### config.mk
export PLATFORM = sky130hd
export DESIGN_NAME = mac_tile_sequencer_flat
export DESIGN_NICKNAME = d
export VERILOG_FILES = /design/src/rtl/mac_tile_sequencer_if.sv /design/src/rtl/mac_tile_sequencer.sv /design/src/flat_wrapper.sv
export SDC_FILE = /design/constraint.sdc
export NUM_CORES = 1
export LEC_CHECK = 0
export CAP_MARGIN = 0
export CORE_ASPECT_RATIO = 0.75
export CORE_MARGIN = 5
export CORE_UTILIZATION = 55
export DETAILED_ROUTE_END_ITERATION = 6
export GPL_TIMING_DRIVEN = 0
export PLACE_DENSITY = 0.83
export SYNTH_ARGS = -nofsm -noshare
export SYNTH_HDL_FRONTEND = slang
export SYNTH_SLANG_ARGS = --single-unit
export TNS_END_PERCENT = 100
### constraint.sdc
create_clock -name clk -period 4.1 [get_ports clk]
set_input_delay 0.82 -clock clk [delete_from_list [all_inputs] [get_ports clk]]
set_output_delay 0.82 -clock clk [all_outputs]
set_load 0.02 [all_outputs]
### src/rtl/mac_tile_sequencer_if.sv
// Command / operand / MAC-array / writeback signal bundle for mac_tile_sequencer.
// master = command decoder / operand buffer / writeback side, slave = sequencer.
interface mac_tile_sequencer_if #(
  parameter int K_W     = 16,
  parameter int STALL_W = 16
);
  logic               cmd_valid;
  logic               cmd_ready;
  logic [K_W-1:0]     cmd_k_len;
  logic               cmd_data_type;
  logic               abort;
  logic               opd_valid;
  logic               opd_ready;
  logic               mac_enable;
  logic               mac_clear_acc;
  logic               mac_data_type;
  logic               res_valid;
  logic               res_ready;
  logic               busy;
  logic               aborted;
  logic [STALL_W-1:0] stall_cnt;

  modport master (
    output cmd_valid, cmd_k_len, cmd_data_type, abort, opd_valid, res_ready,
    input  cmd_ready, opd_ready, mac_enable, mac_clear_acc, mac_data_type,
           res_valid, busy, aborted, stall_cnt
  );

  modport slave (
    input  cmd_valid, cmd_k_len, cmd_data_type, abort, opd_valid, res_ready,
    output cmd_ready, opd_ready, mac_enable, mac_clear_acc, mac_data_type,
           res_valid, busy, aborted, stall_cnt
  );
endinterface

### src/rtl/mac_tile_sequencer.sv
// Sequences one output tile on the 8x8 MAC array: clear, K operand beats,
// pipeline drain, then a result-valid handshake to writeback.
module mac_tile_sequencer #(
  parameter int K_W          = 16,
  parameter int DRAIN_CYCLES = 5,
  parameter int STALL_W      = 16
) (
  input logic                clk,
  input logic                rst_n,
  mac_tile_sequencer_if.slave bus
);

  localparam int DW = (DRAIN_CYCLES > 1) ? $clog2(DRAIN_CYCLES) : 1;
  localparam logic [DW-1:0] DRAIN_LOAD = DW'(DRAIN_CYCLES - 1);

  typedef enum logic [2:0] {IDLE, CLEAR, ACCUM, DRAIN, DONE} state_t;

  state_t             state;
  logic [K_W-1:0]     k_rem;
  logic [DW-1:0]      drain_cnt;
  logic               dtype_q;
  logic               aborted_q;
  logic [STALL_W-1:0] stall_q;

  // Tile FSM plus its counters; abort overrides every other transition.
  always_ff @(posedge clk or negedge rst_n) begin
    if (!rst_n) begin
      state     <= IDLE;
      k_rem     <= '0;
      drain_cnt <= '0;
      dtype_q   <= 1'b0;
      aborted_q <= 1'b0;
      stall_q   <= '0;
    end else begin
      aborted_q <= 1'b0;
      if (state != IDLE && bus.abort) begin
        state     <= IDLE;
        aborted_q <= 1'b1;
        // A beat offered alongside abort is still taken off the operand bus.
        if (state == ACCUM && bus.opd_valid && k_rem != '0)
          k_rem <= k_rem - 1'b1;
      end else begin
        case (state)
          IDLE: if (bus.cmd_valid) begin
            k_rem   <= bus.cmd_k_len;
            dtype_q <= bus.cmd_data_type;
            stall_q <= '0;
            state   <= CLEAR;
          end
          CLEAR: if (k_rem != '0) state <= ACCUM;
                 else begin
                   state     <= DRAIN;
                   drain_cnt <= DRAIN_LOAD;
                 end
          ACCUM: if (bus.opd_valid) begin
            if (k_rem != '0) k_rem <= k_rem - 1'b1;
            if (k_rem <= K_W'(1)) begin
              state     <= DRAIN;
              drain_cnt <= DRAIN_LOAD;
            end
          end else if (stall_q != '1) begin
            stall_q <= stall_q + 1'b1;
          end
          DRAIN: if (drain_cnt == '0) state <= DONE;
                 else drain_cnt <= drain_cnt - 1'b1;
          DONE:  if (bus.res_ready) state <= IDLE;
          default: state <= IDLE;
        endcase
      end
    end
  end

  // Handshake / array controls decoded from the registered state.
  always_comb begin
    bus.cmd_ready     = (state == IDLE);
    bus.busy          = (state != IDLE);
    bus.mac_clear_acc = (state == CLEAR);
    bus.opd_ready     = (state == ACCUM);
    bus.mac_enable    = (state == ACCUM) && bus.opd_valid && !bus.abort;
    bus.res_valid     = (state == DONE);
    bus.mac_data_type = dtype_q;
    bus.aborted       = aborted_q;
    bus.stall_cnt     = stall_q;
  end

endmodule

### src/flat_wrapper.sv
// flat-port wrapper written by rule: the top's interface ports become plain ports
module mac_tile_sequencer_flat 
#(
  parameter int K_W          = 16,
  parameter int DRAIN_CYCLES = 5,
  parameter int STALL_W      = 16
)
  (clk, rst_n, bus_cmd_valid, bus_cmd_k_len, bus_cmd_data_type, bus_abort, bus_opd_valid, bus_res_ready, bus_cmd_ready, bus_opd_ready, bus_mac_enable, bus_mac_clear_acc, bus_mac_data_type, bus_res_valid, bus_busy, bus_aborted, bus_stall_cnt);
  mac_tile_sequencer_if #(.K_W(K_W), .STALL_W(STALL_W)) bus_i ();
  input logic clk;
  input logic rst_n;
  input wire logic [$bits(bus_i.cmd_valid)-1:0] bus_cmd_valid;
  input wire logic [$bits(bus_i.cmd_k_len)-1:0] bus_cmd_k_len;
  input wire logic [$bits(bus_i.cmd_data_type)-1:0] bus_cmd_data_type;
  input wire logic [$bits(bus_i.abort)-1:0] bus_abort;
  input wire logic [$bits(bus_i.opd_valid)-1:0] bus_opd_valid;
  input wire logic [$bits(bus_i.res_ready)-1:0] bus_res_ready;
  output wire logic [$bits(bus_i.cmd_ready)-1:0] bus_cmd_ready;
  output wire logic [$bits(bus_i.opd_ready)-1:0] bus_opd_ready;
  output wire logic [$bits(bus_i.mac_enable)-1:0] bus_mac_enable;
  output wire logic [$bits(bus_i.mac_clear_acc)-1:0] bus_mac_clear_acc;
  output wire logic [$bits(bus_i.mac_data_type)-1:0] bus_mac_data_type;
  output wire logic [$bits(bus_i.res_valid)-1:0] bus_res_valid;
  output wire logic [$bits(bus_i.busy)-1:0] bus_busy;
  output wire logic [$bits(bus_i.aborted)-1:0] bus_aborted;
  output wire logic [$bits(bus_i.stall_cnt)-1:0] bus_stall_cnt;
  assign bus_i.cmd_valid = bus_cmd_valid;
  assign bus_i.cmd_k_len = bus_cmd_k_len;
  assign bus_i.cmd_data_type = bus_cmd_data_type;
  assign bus_i.abort = bus_abort;
  assign bus_i.opd_valid = bus_opd_valid;
  assign bus_i.res_ready = bus_res_ready;
  assign bus_cmd_ready = bus_i.cmd_ready;
  assign bus_opd_ready = bus_i.opd_ready;
  assign bus_mac_enable = bus_i.mac_enable;
  assign bus_mac_clear_acc = bus_i.mac_clear_acc;
  assign bus_mac_data_type = bus_i.mac_data_type;
  assign bus_res_valid = bus_i.res_valid;
  assign bus_busy = bus_i.busy;
  assign bus_aborted = bus_i.aborted;
  assign bus_stall_cnt = bus_i.stall_cnt;
  mac_tile_sequencer #(.K_W(K_W), .DRAIN_CYCLES(DRAIN_CYCLES), .STALL_W(STALL_W)) u_core (.clk(clk), .rst_n(rst_n), .bus(bus_i));
endmodule
# Yosys cells after proc, flatten, opt, wreduce, memory -nomap -nowiden
# Index checks and enable logic that the tools add are counted.
# totals
reg_bits	40
out_inout_bits	24
word_cells	71
input_bits	23
# op_classes
n_addsub	3
reduce_logical	17
n_eq_ne	19
magnitude_cmp	1
n_mux	24
bitwise_logic	1
# ops
cell	count
16-bit two-way mux	8
16-bit one-hot mux with 2 select lines	2
3-bit two-way mux	10
16-bit by 1-bit adder with 16-bit output (second input constant)	1
16-bit by 1-bit <= comparator with 1-bit output (second input constant)	1
16-bit inequality test (second input constant)	1
16-bit nonzero test	1
16-bit by 1-bit subtractor with 16-bit output (second input constant)	1
3-bit one-hot mux with 5 select lines	1
5-bit AND reduction	3
2-bit inequality test (second input constant)	6
3-bit by 1-bit inequality test with 1-bit output (second input constant)	3
3-bit by 2-bit inequality test with 1-bit output (second input constant)	3
3-bit one-hot mux with 3 select lines	1
3-bit nonzero test	3
3-bit by 2-bit equality test with 1-bit output (second input constant)	2
3-bit zero test	2
6-bit AND reduction	1
1-bit logical AND	4
2-bit by 1-bit inequality test with 1-bit output (second input constant)	2
3-bit by 1-bit equality test with 1-bit output (second input constant)	1
3-bit equality test (second input constant)	1
3-bit AND reduction	1
3-bit by 1-bit subtractor with 3-bit output (second input constant)	1
other kinds (4)	5

# Longest topological paths before layout
# Gate-level depths: netlist of run 1.
# logic_depth
depth_word	5
mapped_depth	8
ltp_nobuf	7

# Least setup slack after synthesis of run 1
# No wires, ideal clock.
# synth_timing
path_type	register -> output
start	register u_core.state[0]
end	output port bus_mac_enable
slack_ns	1.841
required_time_ns	3.280
n_path_buf	0
arrival_ns	1.439
stages_incl_launch_ff	5
path_cell_list	dfrtp_1 -> or3b_4 -> inv_1 -> nand2_1 -> nor2_1
# synth_via
elab_chain_cells	3
# synth_rtl
item	line	source
start, declared	mac_tile_sequencer.sv:18	state_t state;
start signal, assigned	mac_tile_sequencer.sv:28	state <= IDLE;
start signal, assigned	mac_tile_sequencer.sv:37	state <= IDLE;
start signal, assigned	mac_tile_sequencer.sv:48	state <= CLEAR;
3-bit by 2-bit equality test with 1-bit output	n/a	
via bus_opd_ready	flat_wrapper.sv:19	output wire logic [$bits(bus_i.opd_ready)-1:0] bus_opd_ready;
1-bit logical AND (2 in a row)	mac_tile_sequencer.sv:79	bus.mac_enable = (state == ACCUM) && bus.opd_valid && !bus.abort;
end, declared	flat_wrapper.sv:20	output wire logic [$bits(bus_i.mac_enable)-1:0] bus_mac_enable;
# The timed path passes the listed nets, and every way through them passes these cells.

# Worst setup path in the final report of run 1
# layout_timing
start	register u_core.state[0]
end	output port bus_mac_enable
# layout_via
elab_chain_cells	3
# layout_rtl
item	line
3-bit by 2-bit equality test with 1-bit output	mac_tile_sequencer.sv:79
1-bit logical AND (2 in a row)	mac_tile_sequencer.sv:79
# Every way passes these cells.

==> flow_metrics.tcl, run 1 <==
set metrics [dict create \
    outcome "finished, final reports clean" \
    postCtsResizedCells 0 \
    asyncSetResetFlopFracSynth 1.000 \
    cp-start-kind "flip-flop" \
    finalNetCount 384 \
    final.period_utilization 0.7349 \
    startpoint "u_core.state[0]$_DFFE_PN0P_" \
    yosysWarnings 0 \
    synth_seq_cells 40 \
    drive_above_1_share 0.09831 \
    timing.final.setup_violations 0 \
    cts.clk_slew.worst_paths_ns 0.09 \
    maxSlewViolCount 0 \
    boundaryPins 47 \
    post_route_antenna_net_violation_count 0 \
    post_cts_hold_buffer_count 0 \
    crit_buf_inv 2 \
    postSynth.topFlopCell "sky130_fd_sc_hd__dfrtp_1" \
    io_buffer_count 44 \
    static-leakage-power_uw 0.001257 \
    comb_power_share 0.466 \
    antenna_found_initial 0 \
    syn2layout_area_growth_pct 25.04 \
    postCtsSetupRepairBufs 0 \
    irDropWorstVdd_mv 0.3922 \
    drt_iter0_markers 228 \
    fin_worst_skew_ns 0.008292 \
    drv_cap 0 \
    power.internal_uw 1049 \
    finalWirelength_um 6715 \
    number_of_synthesized_flops_with_an_enable_pin 0 \
    start_util 0.5706 \
    core_region_area_sq_mm 0.004467 \
    gp_routability_congestion 0.8514 \
    place_inst 405 \
    cts_max_level 2 \
    dr.pass1.iters 4 \
    hold_path.class "input pin to asynchronous set/reset pin" \
    tritoncts_clock_tree "done" \
    slowest_delay_ns 0.61 \
    grt_usage 0.2320 \
    grt_start_max_net_pins 27 \
    critical_path_required_ns 3.28 \
    most-common-layout-cells "sky130_fd_sc_hd__clkdlybuf4s50_1 (43), sky130_fd_sc_hd__dfrtp_1 (40), sky130_fd_sc_hd__nor2_1 (33)" \
    clock_path_buffers 2 \
    grt_overflow 0 \
    critPathKind "flip-flop to output pin" \
    syn_area_sq_mm 0.002549 \
    cts_buffers 5 \
    clk_latency_ns 0.30 \
    grt_setup_unrepaired "no" \
    num_rows 21 \
    power.clock.fraction 0.177 \
    post_route_drc 0 \
    r2r-start "u_core.k_rem[11]$_DFFE_PN0P_" \
    number_of_global_route_vias_before_repair 2485 \
    net-switching-power_uw 817.3 \
    worst-slew-pin-transition_ns 0.7196 \
    design.die.area_sq_mm 0.006110 \
    diodes 0 \
    seq_area_frac_synth 0.3927 \
    fin_setup_tns_ns 0 \
    fmaxAchievable_mhz 331.9 \
    avgSynthCellArea_sq_um 8.412 \
    layout.cells.most_common "sky130_fd_sc_hd__clkdlybuf4s50_1" \
    synthCells 303 \
    worst-endpoint-arrival_ns 2.19 \
    switching_share 0.4379 \
    detailedPlace.worstSlack_ns 1.396 \
    synth.distinct_cells 55 \
    hold_viol 0 \
    syn-num-nets 332 \
    layout.cells.non_filler 413 \
    vias 2570 \
    grt_first_pass_wirelength_um 11110 \
    avgViaCountPerCell 6.223 \
    cp_cell_sequence "or3b_4 -> inv_1 -> nand2_1 -> nor2_1 -> clkdlybuf4s50_1" \
    timing.slew.headroom 0.5158 \
    final_critical_path_setup_slack_ns 1.087 \
    routed_wire_length_per_instance_um 16.26 \
    final_core_util 0.7134 \
    floorplan.die.width_um 88.61 \
    clock-sinks 40 \
    worst_path_dominant_cell_family "buffers and inverters" \
    post-route-min-period_ns 3.013 \
    fraction_of_power_consumed_by_sequential_logic 0.357 \
    chipHeight_um 68.96 \
    critPathCaptureType "output pin" \
    path_max_fanout 7 \
    powerDensity_mw_per_mm2 585.6 \
    place.detailed.hpwl_um 4998 \
    worst_path_slowest_cell "sky130_fd_sc_hd__clkdlybuf4s50_1" \
    cts_root_buffer "sky130_fd_sc_hd__clkbuf_8" \
]
[cell usage after synthesis, drive strengths merged, types with 5 or more instances]
library cell | number | share of area
a21oi | 33 | 0.066
nand2 | 33 | 0.050
nand3 | 10 | 0.020
nand4 | 9 | 0.022
inv | 11 | 0.016
o21ai | 20 | 0.041
nor4 | 11 | 0.039
nor2 | 33 | 0.049
dfrtp | 40 | 0.39
ha | 6 | 0.029
a31oi | 5 | 0.012
nor3 | 9 | 0.018
clkbuf | 6 | 0.0088
buf | 9 | 0.021
[layout make-up]
class / instances / area, sq um
Fill cell: 373 / 1280
Clock inverter: 3 / 42.54
Clock buffer: 5 / 68.82
Sequential cell: 40 / 1001
Buffer: 15 / 76.32
Tap cell: 57 / 71.32
Timing Repair Buffer: 45 / 455.4
Multi-Input combinational cell: 237 / 1430
Inverter: 11 / 41.29
[worst reg2reg max path: stages, from the launching register on]
cell                      delay (ns)
sky130_fd_sc_hd__dfrtp_1        0.44
sky130_fd_sc_hd__nor4_1         0.57
sky130_fd_sc_hd__nand4_1        0.31
sky130_fd_sc_hd__a31oi_1        0.40
sky130_fd_sc_hd__buf_4          0.24
sky130_fd_sc_hd__a21oi_1        0.06
sky130_fd_sc_hd__o22a_1         0.18
[flip-flops by register name, indices dropped and copies added, names as in the netlist]
name,cells
u_core.bus.aborted,1
u_core.state,3
u_core.k_rem,16
u_core.bus.stall_cnt,16
u_core.bus.mac_data_type,1
u_core.drain_cnt,3
[final timing paths]
kind	end	slack [ns]	depth (start not counted)
max	bus_mac_enable	1.09	5
min	u_core.k_rem[6]$_DFFE_PN0P_	0.43	1
max reg2reg	u_core.k_rem[6]$_DFFE_PN0P_	1.81	6
min reg2reg	u_core.drain_cnt[1]$_DFFE_PN0P_	0.50	1
max in group asynchronous	u_core.bus.stall_cnt[2]$_DFFE_PN0P_	3.21	2
min in group clk	u_core.drain_cnt[1]$_DFFE_PN0P_	0.50	1
[kinds of logic after synthesis]
group,share of synthesized area
AOI/OAI and AO/OA,0.2327
xor gates and xnor gates,0.01031
adders and majority gates,0.02945
buffers and inverters,0.04615
DFF,0.3927
muxes,0.003928
and+or+nand+nor,0.2847
[stage by stage]
step	power [uW]	cell area (sq um)	hold slack, ns
after floorplan	1248	2549	0.4561
after global placement	1491	3060	0.4659
after detailed placement	1530	3075	0.4830
after CTS	1862	3187	0.4331
after global routing	1996	3187	0.4413
final	1866	3187	0.4256
[power groups by stage]
stage	logic [uW]	clock network (uW)	registers (uW)
2_1_floorplan	601	0	647
5_1_grt	967	350	679
3_5_place_dp	865	0	665
4_1_cts	867	335	660
3_3_place_gp	834	0	657
6_report	870	330	666
[per-layer routing]
metal / up-vias / wire length, um / track usage
met5: - / 0 / 0
met4: 0 / 91 / 0.06981
met3: 16 / 452 / 0.04157
met2: 98 / 3262 / 0.4011
met1: 1229 / 2909 / 0.2985
li1: 1227 / - / -
Power figures use the tool's default switching activity.
==> run 2: changes to the inputs <==
--- a/config.mk
+++ b/config.mk
@@ -8,10 +8,10 @@
 export CAP_MARGIN = 0
 export CORE_ASPECT_RATIO = 0.75
 export CORE_MARGIN = 5
-export CORE_UTILIZATION = 55
+export CORE_UTILIZATION = 53
 export DETAILED_ROUTE_END_ITERATION = 6
 export GPL_TIMING_DRIVEN = 0
-export PLACE_DENSITY = 0.83
+export PLACE_DENSITY = 0.81
 export SYNTH_ARGS = -nofsm -noshare
 export SYNTH_HDL_FRONTEND = slang
 export SYNTH_SLANG_ARGS = --single-unit
==> constraint.sdc (replaced) <==
create_clock -name clk -period 3.06 [get_ports clk]
set_input_delay 0.612 -clock clk [delete_from_list [all_inputs] [get_ports clk]]
set_output_delay 0.612 -clock clk [all_outputs]
set_load 0.02 [all_outputs]
==> run 2 against run 1 <==
Effect of this change: via count decreased by 1.4%; cell area decreased by 0.67%; count of clock-buffer cells in the layout increased by 3; hold slack got worse by 0.20 ns; non-clock buffer count unchanged; core utilization decreased by 1.7 points; global-route usage decreased by 2.0 points; largest cell class unchanged; largest power group unchanged; highest routed layer unchanged.
==> flow_metrics.tcl, run 2 (same netlist as run 1, synthesis figures left out) <==
set metrics [dict create \
    hold_viol 0 \
    avgViaCountPerCell 6.138 \
    path_max_fanout 7 \
    powerDensity_mw_per_mm2 770.3 \
    gp_routability_congestion 0.8849 \
    cts_buffers 5 \
    critical_path_required_ns 2.45 \
    timing.final.setup_violations 0 \
    critPathCaptureType "output pin" \
    core_region_area_sq_mm 0.004546 \
    hold_path.class "input pin to asynchronous set/reset pin" \
    fin_setup_tns_ns 0 \
    boundaryPins 47 \
    grt_usage 0.2116 \
    cts.clk_slew.worst_paths_ns 0.08 \
    routed_wire_length_per_instance_um 16.36 \
    place_inst 405 \
    tritoncts_clock_tree "done" \
    dr.pass1.iters 5 \
    area_of_combinational_cells_with_multiple_inputs_sq_mm 0.001430 \
    place.detailed.hpwl_um 5166 \
    grt_first_pass_wirelength_um 11160 \
    io_buffer_count 44 \
    outcome "finished, final reports clean" \
    layout.cells.non_filler 413 \
    worst-slew-pin-transition_ns 0.8171 \
    fmaxAchievable_mhz 355.4 \
    cts_root_buffer "sky130_fd_sc_hd__clkbuf_8" \
    postCtsSetupRepairBufs 0 \
    antenna_found_initial 0 \
    clock-sinks 40 \
    maxSlewViolCount 0 \
    regArea_sq_mm 0.001001 \
    post_route_antenna_net_violation_count 0 \
    syn2layout_area_growth_pct 24.20 \
    clk_latency_ns 0.30 \
    fin_worst_skew_ns 0.01068 \
    most-common-layout-cells "sky130_fd_sc_hd__clkdlybuf4s50_1 (43), sky130_fd_sc_hd__dfrtp_1 (40), sky130_fd_sc_hd__nor2_1 (33)" \
    stdcell_area_sq_mm 0.003166 \
    chipHeight_um 70.06 \
    timing.slew.headroom 0.4502 \
    start_util 0.5607 \
    r2r-start "u_core.k_rem[0]$_DFFE_PN0P_" \
    finalNetCount 384 \
    grt_setup_unrepaired "no" \
    post-route-min-period_ns 2.814 \
    drive_above_1_share 0.09270 \
    filler_cell_count 398 \
    layout.cells.most_common "sky130_fd_sc_hd__clkdlybuf4s50_1" \
    postCtsResizedCells 0 \
    post_cts_hold_buffer_count 0 \
    final.period_utilization 0.9195 \
    startpoint "u_core.state[0]$_DFFE_PN0P_" \
    static-leakage-power_uw 0.001248 \
    diodes 0 \
    floorplan.die.width_um 90.08 \
    irDropWorstVdd_mv 0.5096 \
    num_rows 21 \
    post_route_drc 0 \
    finalWirelength_um 6756 \
    cts_max_level 2 \
    number_of_global_route_vias_before_repair 2279 \
    drt_iter0_markers 229 \
    drv_cap 0 \
    vias 2535 \
    grt_overflow 0 \
    placed_area_sq_mm 0.003075 \
    cp-start-kind "flip-flop" \
    grt_start_max_net_pins 26 \
    worst-endpoint-arrival_ns 2.20 \
    design.die.area_sq_mm 0.006310 \
    critPathKind "flip-flop to output pin" \
    final_core_util 0.6964 \
    fin_worst_hold_slack_ns 0.2235 \
    clock_path_buffers 2 \
]
==> run 2: cell count changes in the layout (fill, tap and decap cells not counted), sizes merged <==
cell | before | now
clkinv | 1 | 0
bufinv | 1 | 0
clkbuf | 11 | 14
clkinvlp | 1 | 0
==> run 2: metal layers <==
metal,global-route usage,wire [um],vias to the layer above,share of wire
li1,-,-,1227,-
met1,0.3087,3163,1203,0.47
met2,0.3157,3030,98,0.45
met3,0.05150,507,7,0.075
met4,0.05124,55,0,0.0081
met5,0,0,-,0
==> run 2: path summary, 6_finish.rpt <==
path | end | slack [ns] | depth (start not counted)
worst min-delay path | u_core.bus.stall_cnt[6]$_DFFE_PN0P_ | 0.22 | 1
worst max-delay path | bus_mac_enable | 0.25 | 5
worst min register to register | u_core.drain_cnt[1]$_DFFE_PN0P_ | 0.50 | 1
min in group clk | u_core.drain_cnt[1]$_DFFE_PN0P_ | 0.50 | 1
max in group asynchronous | u_core.bus.stall_cnt[2]$_DFFE_PN0P_ | 2.37 | 2
worst max register to register | u_core.k_rem[6]$_DFFE_PN0P_ | 0.80 | 8
==> run 2: stage by stage <==
stage / total power, uW / setup slack (ns)
after global routing: 2608 / 0.1464
after detailed placement: 2051 / 0.5562
final: 2438 / 0.2463
after global placement: 2008 / 0.3295
after floorplan: 1672 / 0.9703
after CTS: 2415 / 0.2312
==> run 2: power by group <==
group / total, uW / switching (uW) / internal [uW]
sequential: 892 / 209 / 683
clock: 373 / 189 / 184
combinational: 1170 / 694 / 480
==> run 2: final cells by class <==
type                       count  area share
buffer                        15     0.02411
clock buffer                   8     0.02846
inverter                      11     0.01304
multi-input combinational    237      0.4518
sequential                    40      0.3162
tap                           57     0.02253
timing repair buffer          45      0.1439
==> run 2: worst max-delay path, cell delays in order, from the launching register on <==
cell,delay [ns]
sky130_fd_sc_hd__dfrtp_1,0.45
sky130_fd_sc_hd__or3b_4,0.45
sky130_fd_sc_hd__inv_1,0.19
sky130_fd_sc_hd__nand2_1,0.09
sky130_fd_sc_hd__nor2_1,0.11
sky130_fd_sc_hd__clkdlybuf4s50_1,0.61
==> run 3: changes to the inputs <==
--- a/config.mk
+++ b/config.mk
@@ -11,7 +11,7 @@
 export CORE_UTILIZATION = 53
 export DETAILED_ROUTE_END_ITERATION = 6
 export GPL_TIMING_DRIVEN = 0
-export PLACE_DENSITY = 0.81
+export PLACE_DENSITY_LB_ADDON = 0.2
 export SYNTH_ARGS = -nofsm -noshare
 export SYNTH_HDL_FRONTEND = slang
 export SYNTH_SLANG_ARGS = --single-unit
==> run 3 against run 2 <==
Effect of this change: core utilization up 0.083 points; register-to-register slack about the same; fmax is 0.10% lower; combinational power about the same; cell area up 0.12%; count of clock-buffer cells in the layout decreased by 1; critical path type unchanged; largest cell class unchanged.
==> flow_metrics.tcl, run 3 (same netlist as run 1, synthesis figures left out) <==
set metrics [dict create \
    outcome "finished, final reports clean" \
    fin_worst_skew_ns 0.01218 \
    gp_routability_congestion 0.8926 \
    power.internal_uw 1347 \
    cts_root_buffer "sky130_fd_sc_hd__clkbuf_8" \
    boundaryPins 47 \
    maxSlewViolCount 0 \
    worst-slew-pin-transition_ns 0.7346 \
    io_buffer_count 44 \
    post_route_drc 0 \
    post_route_antenna_net_violation_count 0 \
    comb_power_share 0.483 \
    hold_viol 0 \
    grt_usage 0.2185 \
    clock-sinks 40 \
    core_region_area_sq_mm 0.004546 \
    regArea_sq_mm 0.001001 \
    cts_max_level 2 \
    start_util 0.5607 \
    num_rows 21 \
    most-common-layout-cells "sky130_fd_sc_hd__clkdlybuf4s50_1 (43), sky130_fd_sc_hd__dfrtp_1 (40), sky130_fd_sc_hd__nor2_1 (33)" \
    power_uw 2455 \
    cp-start-kind "flip-flop" \
    chipHeight_um 70.06 \
    floorplan.die.width_um 90.08 \
    critPathKind "flip-flop to output pin" \
    irDropWorstVdd_mv 0.4614 \
    syn2layout_area_growth_pct 24.35 \
    place_inst 405 \
    powerDensity_mw_per_mm2 774.7 \
    hold_path.class "input pin to asynchronous set/reset pin" \
    clock_path_buffers 2 \
    placed_area_sq_mm 0.003075 \
    drive_above_1_share 0.09551 \
    dr.pass1.iters 5 \
    post_cts_hold_buffer_count 0 \
    final_critical_path_setup_slack_ns 0.2435 \
    grt_overflow 0 \
    routed_wire_length_per_instance_um 16.81 \
    cts.clk_slew.worst_paths_ns 0.08 \
    filler_cell_count 385 \
    design.die.area_sq_mm 0.006310 \
    post-route-min-period_ns 2.817 \
    grt_first_pass_wirelength_um 11380 \
    place.detailed.hpwl_um 5035 \
    grt_start_max_net_pins 35 \
    postCtsResizedCells 0 \
    layout.cells.non_filler 413 \
    diodes 0 \
    layout.cells.most_common "sky130_fd_sc_hd__clkdlybuf4s50_1" \
    antenna_found_initial 0 \
    fin_setup_tns_ns 0 \
    switching_share 0.4512 \
    vias 2566 \
    timing.final.setup_violations 0 \
    tritoncts_clock_tree "done" \
    static-leakage-power_uw 0.001247 \
    drt_iter0_markers 278 \
    number_of_global_route_vias_before_repair 2276 \
    clk_latency_ns 0.30 \
    stdcell_area_sq_mm 0.003169 \
    cts_buffers 5 \
    fraction_of_power_consumed_by_sequential_logic 0.364 \
    timing.slew.headroom 0.5057 \
    grt_setup_unrepaired "no" \
    path_max_fanout 7 \
    area_of_combinational_cells_with_multiple_inputs_sq_mm 0.001430 \
    power.clock.fraction 0.153 \
    critPathCaptureType "output pin" \
    critical_path_required_ns 2.45 \
    drv_cap 0 \
    net-switching-power_uw 1108 \
    final.period_utilization 0.9204 \
    finalWirelength_um 6944 \
    avgViaCountPerCell 6.213 \
    finalNetCount 384 \
    postCtsSetupRepairBufs 0 \
    worst-endpoint-arrival_ns 2.20 \
    fmaxAchievable_mhz 355.0 \
    detailedPlace.worstSlack_ns 0.5658 \
]
==> run 3: layout make-up <==
type	instances	share of cell area
flip-flops and latches	40	0.3158
multi-input cells	237	0.4512
inverters	11	0.01303
clock inverters	1	0.002369
well taps	57	0.02250
clock buffers	7	0.02724
plain buffers	15	0.02408
repair buffers	45	0.1437
==> run 3: worst max-delay path: stages, from the launching register on <==
cell and delay, ns:
sky130_fd_sc_hd__dfrtp_1 0.45, sky130_fd_sc_hd__or3b_4 0.47, sky130_fd_sc_hd__inv_1 0.22, sky130_fd_sc_hd__nand2_1 0.08
sky130_fd_sc_hd__nor2_1 0.09, sky130_fd_sc_hd__clkdlybuf4s50_1 0.61
==> run 3: worst paths after layout <==
kind                            depth (start not counted)                            start  slack, ns                         endpoint
worst max register to register                          8      u_core.k_rem[0]$_DFFE_PN0P_       0.79      u_core.k_rem[0]$_DFFE_PN0P_
max in group asynchronous                               2                            rst_n       2.44  u_core.drain_cnt[1]$_DFFE_PN0P_
worst min register to register                          1  u_core.drain_cnt[1]$_DFFE_PN0P_       0.51  u_core.drain_cnt[1]$_DFFE_PN0P_
min in group clk                                        1  u_core.drain_cnt[1]$_DFFE_PN0P_       0.51  u_core.drain_cnt[1]$_DFFE_PN0P_
worst max-delay path                                    5      u_core.state[0]$_DFFE_PN0P_       0.24                   bus_mac_enable
worst min-delay path                                    1                            rst_n       0.16      u_core.k_rem[8]$_DFFE_PN0P_
==> run 3: power groups by stage <==
stage / registers [uW] / logic (uW) / clock network [uW]
2_1_floorplan: 866 / 805 / 0
3_3_place_gp: 885 / 1120 / 0
3_5_place_dp: 893 / 1160 / 0
4_1_cts: 885 / 1170 / 379
5_1_grt: 924 / 1310 / 406
6_report: 894 / 1190 / 376
==> run 3: routing by layer <==
layer	global-route usage	vias to the layer above	routed length (um)
met4	0.05785	0	104
met3	0.05579	16	605
met2	0.3149	132	3060
li1	-	1227	-
met1	0.3241	1191	3174
met5	0	-	0
==> run 3: per-stage QoR <==
stage	util	hold slack, ns
after floorplan	-	0.3164
after global placement	0.6733	0.4724
after detailed placement	0.6766	0.4829
after CTS	0.6972	0.1623
after global routing	0.6972	0.1581
final	0.6972	0.1634
